<file path="config.mk">
export PLATFORM = sky130hd
export DESIGN_NAME = dmd_frame_loader_flat
export DESIGN_NICKNAME = d
export VERILOG_FILES = /design/src/rtl/dmd_frame_loader_if.sv /design/src/rtl/dmd_frame_loader.sv /design/src/flat_wrapper.sv
export SDC_FILE = /design/constraint.sdc
export NUM_CORES = 1
export LEC_CHECK = 0
export BUFFER_PORTS_ARGS = -buffer_cell sky130_fd_sc_hd__buf_2
export CORE_MARGIN = 2
export CORE_UTILIZATION = 27
export CTS_BUF_LIST = sky130_fd_sc_hd__clkbuf_8
export DETAILED_ROUTE_END_ITERATION = 16
export GPL_ROUTABILITY_DRIVEN = 0
export PLACE_DENSITY_LB_ADDON = 0.12
export SETUP_SLACK_MARGIN = 0.2
export SYNTH_ARGS = -nofsm -noshare
export SYNTH_HDL_FRONTEND = slang
export SYNTH_SLANG_ARGS = --single-unit
</file>
<file path="constraint.sdc">
create_clock -name clk -period 2 [get_ports clk]
set_input_delay 0.2 -clock clk [delete_from_list [all_inputs] [get_ports clk]]
set_output_delay 0.2 -clock clk [all_outputs]
set_load 0.02 [all_outputs]
</file>
<file path="src/rtl/dmd_frame_loader_if.sv">
// dmd_frame_loader_if
// Bundles the loader's byte streams, frame-RAM write port and display controls.
//   rx_valid/rx_data/rx_ready : received command bytes (UART receiver -> loader)
//   tx_valid/tx_data/tx_ready : response bytes (loader -> UART transmitter)
//   vsync                     : vertical sync from the timing generator
//   wr_en/wr_addr/wr_data     : frame RAM write port, wr_addr = {half, pixel index}
//   front_sel/brightness      : display controls for the video generator
// master = loader side, slave = surrounding system.
interface dmd_frame_loader_if #(
  parameter int AW    = 13,
  parameter int PIX_W = 8
);
  logic             rx_valid;
  logic [7:0]       rx_data;
  logic             rx_ready;
  logic             tx_valid;
  logic [7:0]       tx_data;
  logic             tx_ready;
  logic             vsync;
  logic             wr_en;
  logic [AW-1:0]    wr_addr;
  logic [PIX_W-1:0] wr_data;
  logic             front_sel;
  logic [7:0]       brightness;

  modport master (
    input  rx_valid, rx_data, tx_ready, vsync,
    output rx_ready, tx_valid, tx_data, wr_en, wr_addr, wr_data, front_sel, brightness
  );

  modport slave (
    output rx_valid, rx_data, tx_ready, vsync,
    input  rx_ready, tx_valid, tx_data, wr_en, wr_addr, wr_data, front_sel, brightness
  );
endinterface

</file>
<file path="src/rtl/dmd_frame_loader.sv">
// dmd_frame_loader
// Parses the UART command stream (A5 sync + command), loads or clears the back
// half of the double-buffered DMD frame RAM, swaps halves on the next vsync
// rising edge and answers with ACK (06) or NAK (15).
// Ports:
//   clk   : pixel-domain clock
//   rst_n : asynchronous active-low reset
//   bus   : dmd_frame_loader_if.master (byte streams, RAM write port, display controls)
// Optional feature macro: DMD_CHECKSUM_EN adds a trailing XOR checksum byte to LOAD.
//
// state  | meaning
// IDLE   | discard bytes until sync A5
// CMD    | decode command byte
// LOAD   | store WIDTH*HEIGHT payload bytes into the back half
// BRIGHT | take one brightness byte
// CLEAR  | write zeros over the back half, one pixel per cycle
// SWAP   | wait for vsync rising edge, then toggle front_sel
// RESP   | hold response byte until the transmitter takes it
// CKSUM  | (DMD_CHECKSUM_EN only) compare trailing byte with payload XOR
module dmd_frame_loader #(
  parameter int         WIDTH      = 128,
  parameter int         HEIGHT     = 32,
  parameter int         PIX_W      = 8,
  parameter logic [7:0] BRIGHT_RST = 8'hFF
) (
  input logic                clk,
  input logic                rst_n,
  dmd_frame_loader_if.master bus
);
  localparam int NPIX = WIDTH * HEIGHT;
  localparam int IW   = $clog2(NPIX);
  localparam int AW   = IW + 1;

  localparam logic [7:0] SYNC = 8'hA5;
  localparam logic [7:0] ACK  = 8'h06;
  localparam logic [7:0] NAK  = 8'h15;

  typedef enum logic [2:0] {
    S_IDLE,
    S_CMD,
    S_LOAD,
    S_BRIGHT,
    S_CLEAR,
    S_SWAP,
`ifdef DMD_CHECKSUM_EN
    S_CKSUM,
`endif
    S_RESP
  } state_t;

  state_t           state_q, state_d;
  logic [IW-1:0]    idx_q, idx_d;
  logic             wr_en_q, wr_en_d;
  logic [AW-1:0]    wr_addr_q, wr_addr_d;
  logic [PIX_W-1:0] wr_data_q, wr_data_d;
  logic             front_q, front_d;
  logic [7:0]       bright_q, bright_d;
  logic [7:0]       tx_data_q, tx_data_d;
  logic             vsync_q;
`ifdef DMD_CHECKSUM_EN
  logic [7:0]       cksum_q, cksum_d;
`endif

  logic rx_ready;
  logic rx_fire;
  logic last_pix;
  logic vs_edge;

  always_comb begin
    rx_ready = 1'b0;
    case (state_q)
      S_IDLE, S_CMD, S_LOAD, S_BRIGHT: rx_ready = 1'b1;
`ifdef DMD_CHECKSUM_EN
      S_CKSUM:                         rx_ready = 1'b1;
`endif
      default:                         rx_ready = 1'b0;
    endcase
  end

  assign rx_fire  = bus.rx_valid & rx_ready;
  assign last_pix = (idx_q == IW'(NPIX - 1));
  assign vs_edge  = bus.vsync & ~vsync_q;

  always_comb begin
    state_d   = state_q;
    idx_d     = idx_q;
    wr_en_d   = 1'b0;
    wr_addr_d = wr_addr_q;
    wr_data_d = wr_data_q;
    front_d   = front_q;
    bright_d  = bright_q;
    tx_data_d = tx_data_q;
`ifdef DMD_CHECKSUM_EN
    cksum_d   = cksum_q;
`endif
    case (state_q)
      S_IDLE: begin
        if (rx_fire && bus.rx_data == SYNC) state_d = S_CMD;
      end
      S_CMD: begin
        if (rx_fire) begin
          case (bus.rx_data)
            8'h01: begin
              state_d = S_LOAD;
              idx_d   = '0;
`ifdef DMD_CHECKSUM_EN
              cksum_d = '0;
`endif
            end
            8'h02: state_d = S_BRIGHT;
            8'h03: begin
              state_d = S_CLEAR;
              idx_d   = '0;
            end
            default: begin
              state_d   = S_RESP;
              tx_data_d = NAK;
            end
          endcase
        end
      end
      S_LOAD: begin
        if (rx_fire) begin
          wr_en_d   = 1'b1;
          wr_addr_d = {~front_q, idx_q};
          wr_data_d = bus.rx_data[PIX_W-1:0];
          idx_d     = idx_q + IW'(1);
`ifdef DMD_CHECKSUM_EN
          cksum_d   = cksum_q ^ bus.rx_data;
          if (last_pix) state_d = S_CKSUM;
`else
          if (last_pix) state_d = S_SWAP;
`endif
        end
      end
      S_BRIGHT: begin
        if (rx_fire) begin
          bright_d  = bus.rx_data;
          tx_data_d = ACK;
          state_d   = S_RESP;
        end
      end
      S_CLEAR: begin
        wr_en_d   = 1'b1;
        wr_addr_d = {~front_q, idx_q};
        wr_data_d = '0;
        idx_d     = idx_q + IW'(1);
        if (last_pix) state_d = S_SWAP;
      end
      S_SWAP: begin
        if (vs_edge) begin
          front_d   = ~front_q;
          tx_data_d = ACK;
          state_d   = S_RESP;
        end
      end
`ifdef DMD_CHECKSUM_EN
      S_CKSUM: begin
        if (rx_fire) begin
          if (bus.rx_data == cksum_q) begin
            state_d = S_SWAP;
          end else begin
            tx_data_d = NAK;
            state_d   = S_RESP;
          end
        end
      end
`endif
      S_RESP: begin
        if (bus.tx_ready) state_d = S_IDLE;
      end
      default: state_d = S_IDLE;
    endcase
  end

  always_ff @(posedge clk or negedge rst_n) begin
    if (!rst_n) begin
      state_q   <= S_IDLE;
      idx_q     <= '0;
      wr_en_q   <= 1'b0;
      wr_addr_q <= '0;
      wr_data_q <= '0;
      front_q   <= 1'b0;
      bright_q  <= BRIGHT_RST;
      tx_data_q <= '0;
      vsync_q   <= 1'b0;
`ifdef DMD_CHECKSUM_EN
      cksum_q   <= '0;
`endif
    end else begin
      state_q   <= state_d;
      idx_q     <= idx_d;
      wr_en_q   <= wr_en_d;
      wr_addr_q <= wr_addr_d;
      wr_data_q <= wr_data_d;
      front_q   <= front_d;
      bright_q  <= bright_d;
      tx_data_q <= tx_data_d;
      vsync_q   <= bus.vsync;
`ifdef DMD_CHECKSUM_EN
      cksum_q   <= cksum_d;
`endif
    end
  end

  assign bus.rx_ready   = rx_ready;
  assign bus.tx_valid   = (state_q == S_RESP);
  assign bus.tx_data    = tx_data_q;
  assign bus.wr_en      = wr_en_q;
  assign bus.wr_addr    = wr_addr_q;
  assign bus.wr_data    = wr_data_q;
  assign bus.front_sel  = front_q;
  assign bus.brightness = bright_q;
endmodule
</file>
<file path="src/flat_wrapper.sv">
// flat-port wrapper written by rule: the top's interface ports become plain ports
module dmd_frame_loader_flat 
#(
  parameter int         WIDTH      = 128,
  parameter int         HEIGHT     = 32,
  parameter int         PIX_W      = 8,
  parameter logic [7:0] BRIGHT_RST = 8'hFF
)
  (clk, rst_n, bus_rx_valid, bus_rx_data, bus_tx_ready, bus_vsync, bus_rx_ready, bus_tx_valid, bus_tx_data, bus_wr_en, bus_wr_addr, bus_wr_data, bus_front_sel, bus_brightness);
  dmd_frame_loader_if #(.PIX_W(PIX_W)) bus_i ();
  input logic clk;
  input logic rst_n;
  input wire logic [$bits(bus_i.rx_valid)-1:0] bus_rx_valid;
  input wire logic [$bits(bus_i.rx_data)-1:0] bus_rx_data;
  input wire logic [$bits(bus_i.tx_ready)-1:0] bus_tx_ready;
  input wire logic [$bits(bus_i.vsync)-1:0] bus_vsync;
  output wire logic [$bits(bus_i.rx_ready)-1:0] bus_rx_ready;
  output wire logic [$bits(bus_i.tx_valid)-1:0] bus_tx_valid;
  output wire logic [$bits(bus_i.tx_data)-1:0] bus_tx_data;
  output wire logic [$bits(bus_i.wr_en)-1:0] bus_wr_en;
  output wire logic [$bits(bus_i.wr_addr)-1:0] bus_wr_addr;
  output wire logic [$bits(bus_i.wr_data)-1:0] bus_wr_data;
  output wire logic [$bits(bus_i.front_sel)-1:0] bus_front_sel;
  output wire logic [$bits(bus_i.brightness)-1:0] bus_brightness;
  assign bus_i.rx_valid = bus_rx_valid;
  assign bus_i.rx_data = bus_rx_data;
  assign bus_i.tx_ready = bus_tx_ready;
  assign bus_i.vsync = bus_vsync;
  assign bus_rx_ready = bus_i.rx_ready;
  assign bus_tx_valid = bus_i.tx_valid;
  assign bus_tx_data = bus_i.tx_data;
  assign bus_wr_en = bus_i.wr_en;
  assign bus_wr_addr = bus_i.wr_addr;
  assign bus_wr_data = bus_i.wr_data;
  assign bus_front_sel = bus_i.front_sel;
  assign bus_brightness = bus_i.brightness;
  dmd_frame_loader #(.WIDTH(WIDTH), .HEIGHT(HEIGHT), .PIX_W(PIX_W), .BRIGHT_RST(BRIGHT_RST)) u_core (.clk(clk), .rst_n(rst_n), .bus(bus_i));
endmodule
</file>
==> results.yml, run 1 <==
run_status:
  status: "complete, no violations"
timing:
  totalNegativeSetupSlack_ns: 0
  finalHoldViolations: 0
  fmax_mhz: 587
  finalSetupViolCount: 0
  skew_ns: 0.00736
  slew_headroom_pct: 65.8
  grt_setup_unrepaired: "no"
  tightest_slew_ns: 0.513
  period_share_pct: 85.1
  drv_slew: 0
  fin_crit_ns: 1.70
setup_path:
  crit_family: "simple AND/OR/NAND/NOR gates"
  path_buf_inv: 0
  endpoint_kind: "flop"
  timing.rr.end: "u_core.idx_q[10]$_DFFE_PN0P_"
  worstPathCellList: "and4bb_4 -> nor2_1 -> or4_1 -> a21oi_1"
  r2r_slack_ns: 0.30
  critical_path.slowest_cell: "or4_1"
  path_class: "reg -> reg"
  critPathRequiredTime_ns: 2.24
  slowest_delay_ns: 0.51
  critical_path.max_fanout: 6
  cp-start-kind: "flop"
  worstReg2RegStart: "u_core.state_q[2]$_DFFE_PN0P_"
  arrival_ns: 1.94
  rr_worst_depth: 4
clock_network:
  insertion_delay_ns: 0.31
  clockRootBuffer: "clkbuf_8"
  clockBufferDepth: 2
  cts_buffers: 5
  clock-sinks: 50
  tritoncts: "yes"
  h-tree-depth: 2
  clkTransAtPathRegs_ns: 0.10
placement:
  placed_area_sq_mm: 0.00279
  dp_hpwl_um: 4160
  portBuffers: 49
route:
  vias: 1843
  drc: 0
  viasPerCell: 4.82
  dr.pass1.iters: 4
  antenna_left: 0
  wl_per_cell_um: 15.1
  first_iter_violations: 84
  wirelength_um: 5770
power_and_ir_drop:
  seq_power_share_pct: 37.6
  peakVddDrop_uv: 518
  comb_power_share_pct: 41.6
  switching_share_pct: 38.9
  leakage_nw: 1.39
  p_per_area_mw_per_mm2: 1440
  switchingPower_w: 0.00167
  internal_power_w: 0.00262
  clock_power_share_pct: 20.8
  total_power_w: 0.00429
finish:
  design_area_sq_mm: 0.00298
  layout.nets: 287
  diodes: 0
  layout-drive-gt1-share_pct: 33.6
  syn_to_final_growth_pct: 24.3
  fillCellCount: 911
  utilization_pct: 34.3
yosys:
  synth-seq-area-share_pct: 52.7
  synth.avg_cell_area_sq_um: 11.2
  synth_area_leader_cell: "dfrtp_1"
  yosys.area.top_type_share_pct: 43.9
  synth_area_sq_mm: 0.00239
  netlist_instances: 214
  synthArstFlopShare_pct: 100
  synth.distinct_cells: 54
  yosys_most_used_dff: "dfrtp_1"
  yosys_register_bits: 50
  synth.area.top_cells: "dfrtp_1, dfstp_2, mux2_1"
  synth_edf_count: 0
  yosys_warnings: 0
floorplanning:
  ioPinCount: 54
  die_area_sq_mm: 0.00964
  fp.dieH_um: 98.2
  row_count: 34
  coreArea_sq_mm: 0.00868
  dieWidth_um: 98.2
  initial_core_util_pct: 27.6
grt:
  grt_max_degree: 31
  grt_pass1_wl_um: 9720
  grt_usage_pct: 12.4
  antenna_found_initial: 0
  grt_overflow: 0
  grt_pass1_vias: 1914
worst_hold_path:
  hold_end: "u_core.vsync_q$_DFF_PN0_"
  hp-start: "bus_vsync"
  hold_depth: 1
  hold_path.class: "in -> reg"
run:
  maxCapViolCount: 0
Yosys cell counts, types with 3 or more instances:
library cell / number
nor2_1: 11
buf_4: 5
dfstp_2: 8
o21ai_1: 5
nand3_1: 3
mux2_2: 7
a22oi_1: 8
nand3b_1: 3
mux2_1: 12
nor3_1: 5
o31ai_1: 3
o21ai_0: 11
inv_1: 3
a21oi_1: 7
buf_2: 3
nand2_1: 21
xor2_1: 7
or3_1: 3
and3_1: 4
dfrtp_1: 42
cell type report:
class	count	area [sq um]	share of cell area, %
clock buffers	6	82.6	2.77
clock inverters	2	60.1	2.02
inverters	5	18.8	0.631
multi-input cells	150	1070	35.9
flip-flops and latches	50	1260	42.4
well taps	108	135	4.54
repair buffers	61	350	11.8
power groups by stage:
| stage | clock [W] | combinational (W) | sequential [W] |
|---|---|---|---|
| 6_report | 0.000889 | 0.00178 | 0.00161 |
| 5_1_grt | 0.000950 | 0.00197 | 0.00167 |
| 4_1_cts | 0.000926 | 0.00176 | 0.00161 |
| 3_5_place_dp | 0 | 0.00175 | 0.00163 |
| 3_3_place_gp | 0 | 0.00176 | 0.00162 |
| 2_1_floorplan | 0 | 0.000966 | 0.00187 |
kinds of logic after synthesis:
group | count (synthesis) | share of synthesized area [%]
mux | 19 | 8.93
xor+xnor | 8 | 2.93
flops | 50 | 52.7
compound gates | 51 | 14.5
buf+inv | 17 | 4.23
fa+ha+maj | 1 | 0.522
simple gates | 67 | 16.1
other cells | 1 | 0.157
worst max path at each step:
stage | from | endpoint | slack [ns] | cells after the start
detailed placement | u_core.state_q[2]$_DFFE_PN0P_ | u_core.idx_q[9]$_DFFE_PN0P_ | 0.28 | 4
global route | u_core.state_q[1]$_DFFE_PN0P_ | bus_tx_valid | 0.21 | 4
CTS | u_core.state_q[2]$_DFFE_PN0P_ | u_core.idx_q[9]$_DFFE_PN0P_ | 0.24 | 4
global placement | u_core.state_q[2]$_DFFE_PN0P_ | u_core.idx_q[9]$_DFFE_PN0P_ | 0.27 | 4
floorplan | u_core.state_q[0]$_DFFE_PN0P_ | u_core.idx_q[10]$_DFFE_PN0P_ | 0.39 | 6
finish | u_core.state_q[2]$_DFFE_PN0P_ | u_core.idx_q[10]$_DFFE_PN0P_ | 0.30 | 4
state kept, by name, summed over array words and instances, names as in the netlist:
register,cells
u_core.bus.wr_addr,13
u_core.idx_q,12
u_core.bus.brightness,8
u_core.bus.wr_data,8
u_core.bus.tx_data,3
u_core.state_q,3
u_core.bus.front_sel,1
u_core.bus.wr_en,1
u_core.vsync_q,1
metrics by stage:
step / setup WS (ns) / hold slack (ns) / instances
after floorplan: 0.392 / -0.0956 / 217
after global routing: 0.205 / 0.0192 / 382
after CTS: 0.239 / 0.00796 / 381
after global placement: 0.275 / 0.211 / 372
final: 0.298 / 0.0186 / 382
after detailed placement: 0.281 / 0.216 / 372
timing repair:
item                                    in CTS  in global routing
resized for setup                            0                  3
hold buffers                                 1                  0
endpoints found under the setup margin       0                  9
endpoints found under the hold margin       12                  0
setup buffers                                0                  1
metal layers:
metal	track usage, %	vias up	part of all wire [%]
li1	-	890	-
met1	17.3	909	48
met2	19.4	36	46
met3	2.51	8	3.9
met4	4.11	0	1.5
met5	0	-	0
worst reg2reg max path: cells and delay by family, from the launching register on:
family / cells / cell delay [ns]
flip-flops: 1 / 0.45
AO/OA/AOI/OAI: 1 / 0.15
AND/OR/NAND/NOR: 3 / 1.03
placed cells by master, fill, tap and decap left out, types with 4 or more instances in the layout:
cell	synthesis	layout
buf_4	5	10
mux2_1	12	12
nor2_1	11	11
xor2_1	7	7
mux2_2	7	7
dfstp_2	8	8
dfrtp_1	42	42
nor3_1	5	5
conb_1	1	4
buf_2	3	49
clkbuf_8	0	6
nand2_1	21	21
a21oi_1	7	7
and3_1	4	4
o21ai_0	11	11
o21ai_1	5	5
a22oi_1	8	8
Power figures use the tool's default switching activity.
==> run 2: changes to the inputs <==
--- a/config.mk
+++ b/config.mk
@@ -8,7 +8,7 @@
 export BUFFER_PORTS_ARGS = -buffer_cell sky130_fd_sc_hd__buf_2
 export CORE_MARGIN = 2
 export CORE_UTILIZATION = 27
-export CTS_BUF_LIST = sky130_fd_sc_hd__clkbuf_8
+export CTS_BUF_LIST = sky130_fd_sc_hd__clkbuf_4
 export DETAILED_ROUTE_END_ITERATION = 16
 export GPL_ROUTABILITY_DRIVEN = 0
 export PLACE_DENSITY_LB_ADDON = 0.12
==> run 2 against run 1 <==
Non-clock buffer count increased by 2. Hold slack improved by 0.092 ns. Sequential share of layout area increased by 0.17 points. First-iteration DRC count decreased by 3.6%. Utilization decreased by 0.10 points. Setup slack got worse by 0.0036 ns. Combinational power increased by 3%. Largest cell class unchanged.
==> results.yml, run 2 (synthesis gave the netlist of run 1 again) <==
run_status:
  status: "complete, no violations"
route:
  wl_per_cell_um: 15.0
  dr.pass1.iters: 4
  first_iter_violations: 81
  wirelength_um: 5760
  drc: 0
  viasPerCell: 4.85
  antenna_left: 0
  vias: 1861
timing:
  drv_slew: 0
  fmax_mhz: 586
  slew_headroom_pct: 65.7
  finalSetupViolCount: 0
  holdWs_ns: 0.111
  totalNegativeSetupSlack_ns: 0
  tightest_slew_ns: 0.515
  grt_setup_unrepaired: "yes"
  finalHoldViolations: 0
  fin_crit_ns: 1.71
  skew_ns: 0.0105
  period_share_pct: 85.3
finish:
  finalNonFillerCells: 384
  largest_register_ffs: 13
  diodes: 0
  fillCellCount: 912
  multi_input_area_sq_mm: 0.00108
  layout.nets: 289
  regArea_sq_mm: 0.00126
  syn_to_final_growth_pct: 23.9
  mostFrequentLayoutCells: "buf_2, dfrtp_1, nand2_1, mux2_1"
  layout_commonest_cell: "buf_2"
  layout-drive-gt1-share_pct: 34.1
clock_network:
  clockBufferDepth: 2
  clkTransAtPathRegs_ns: 0.15
  clock-sinks: 50
  clockRootBuffer: "clkbuf_4"
  tritoncts: "yes"
  cts_buffers: 5
  insertion_delay_ns: 0.37
  h-tree-depth: 2
floorplanning:
  dieWidth_um: 98.2
  coreArea_sq_mm: 0.00868
  fp.dieH_um: 98.2
  die_area_sq_mm: 0.00964
  initial_core_util_pct: 27.6
  ioPinCount: 54
  row_count: 34
power_and_ir_drop:
  peakVddDrop_uv: 430
  leakage_nw: 1.39
  p_per_area_mw_per_mm2: 1400
placement:
  portBuffers: 49
  dp_cells: 372
  dp_hpwl_um: 4160
setup_path:
  cp-start-kind: "flop"
  critPathRequiredTime_ns: 2.26
  arrival_ns: 1.97
  path_buf_inv: 0
  critPathMostFrequentCell: "and3_1"
  endpoint_kind: "flop"
  path_class: "reg -> reg"
  slowest_delay_ns: 0.48
  critical_path.slowest_cell: "dfrtp_1"
  worstPathCellList: "ha_1 -> and3_1 -> and3_1 -> o311ai_2 -> o41ai_2"
  crit_family: "flip-flops"
  critical_path.max_fanout: 5
grt:
  grt_pass1_vias: 1901
  grt_max_degree: 31
  grt_overflow: 0
  grt_pass1_wl_um: 9700
  grt_usage_pct: 12.3
  antenna_found_initial: 0
worst_hold_path:
  hold_path.class: "in -> reg"
run:
  maxCapViolCount: 0
[run 2: cell types whose count changed in the layout (fill, tap and decap cells not counted), sizes merged]
cell and delta:
buf +1, dlygate4sd3 +1, clkinv +1, clkbuf -1
[run 2: power breakdown]
part / internal, W / switching, W
sequential: 0.00137 / 0.000239
combinational: 0.000741 / 0.00109
clock: 0.000385 / 0.000334
[run 2: metal layers]
metal | global-route usage (%) | wire, um
met4 | 3.48 | 66
met2 | 19.4 | 2640
met3 | 2.43 | 262
met5 | 0 | 0
met1 | 17.3 | 2800
[run 2: worst reg2reg max path: stages, from the launching register on]
cell	delay (ns)
dfrtp_1	0.48
ha_1	0.27
and3_1	0.17
and3_1	0.19
o311ai_2	0.35
o41ai_2	0.13
[run 2: worst paths after layout]
check | start | endpoint | slack, ns | depth (start not counted)
worst min-delay path | bus_rx_data[6] | u_core.bus.brightness[6]$_DFFE_PN1P_ | 0.11 | 2
worst max-delay path | u_core.idx_q[0]$_DFFE_PN0P_ | u_core.state_q[2]$_DFFE_PN0P_ | 0.29 | 5
worst min register to register | u_core.bus.tx_data[2]$_DFFE_PN0P_ | u_core.bus.tx_data[2]$_DFFE_PN0P_ | 0.49 | 1
min in group asynchronous | rst_n | u_core.bus.wr_data[7]$_DFFE_PN0P_ | 0.31 | 2
max in group asynchronous | rst_n | u_core.state_q[2]$_DFFE_PN0P_ | 1.14 | 3
worst max register to register | u_core.idx_q[0]$_DFFE_PN0P_ | u_core.state_q[2]$_DFFE_PN0P_ | 0.29 | 5
[run 2: through the flow]
| stage | worst slack [ns] | cell area (sq um) | power (W) | util [%] |
|---|---|---|---|---|
| finish | 0.294 | 2970 | 0.00416 | 34.2 |
| global route | 0.182 | 2970 | 0.00446 | 34.2 |
| CTS | 0.218 | 2910 | 0.00413 | 33.6 |
| detailed placement | 0.281 | 2790 | 0.00338 | 32.2 |
| global placement | 0.275 | 2790 | 0.00338 | 32.2 |
| floorplan | 0.392 | 2410 | 0.00284 | - |
[run 2: area by class of cell]
cell class	instances	share of cell area, %
Sequential cell	50	42.5
Multi-Input combinational cell	150	36.3
Clock inverter	3	2.15
Tap cell	108	4.55
Clock buffer	5	1.26
Inverter	5	0.632
Timing Repair Buffer	63	12.6
[run 2: what timing repair did]
item / 4_1_cts / 5_1_grt
endpoints found under the hold margin: 13 / 0
setup endpoints to repair: 0 / 11
hold buffers: 2 / 0
buffers inserted: 0 / 2
resized for setup: 0 / 7
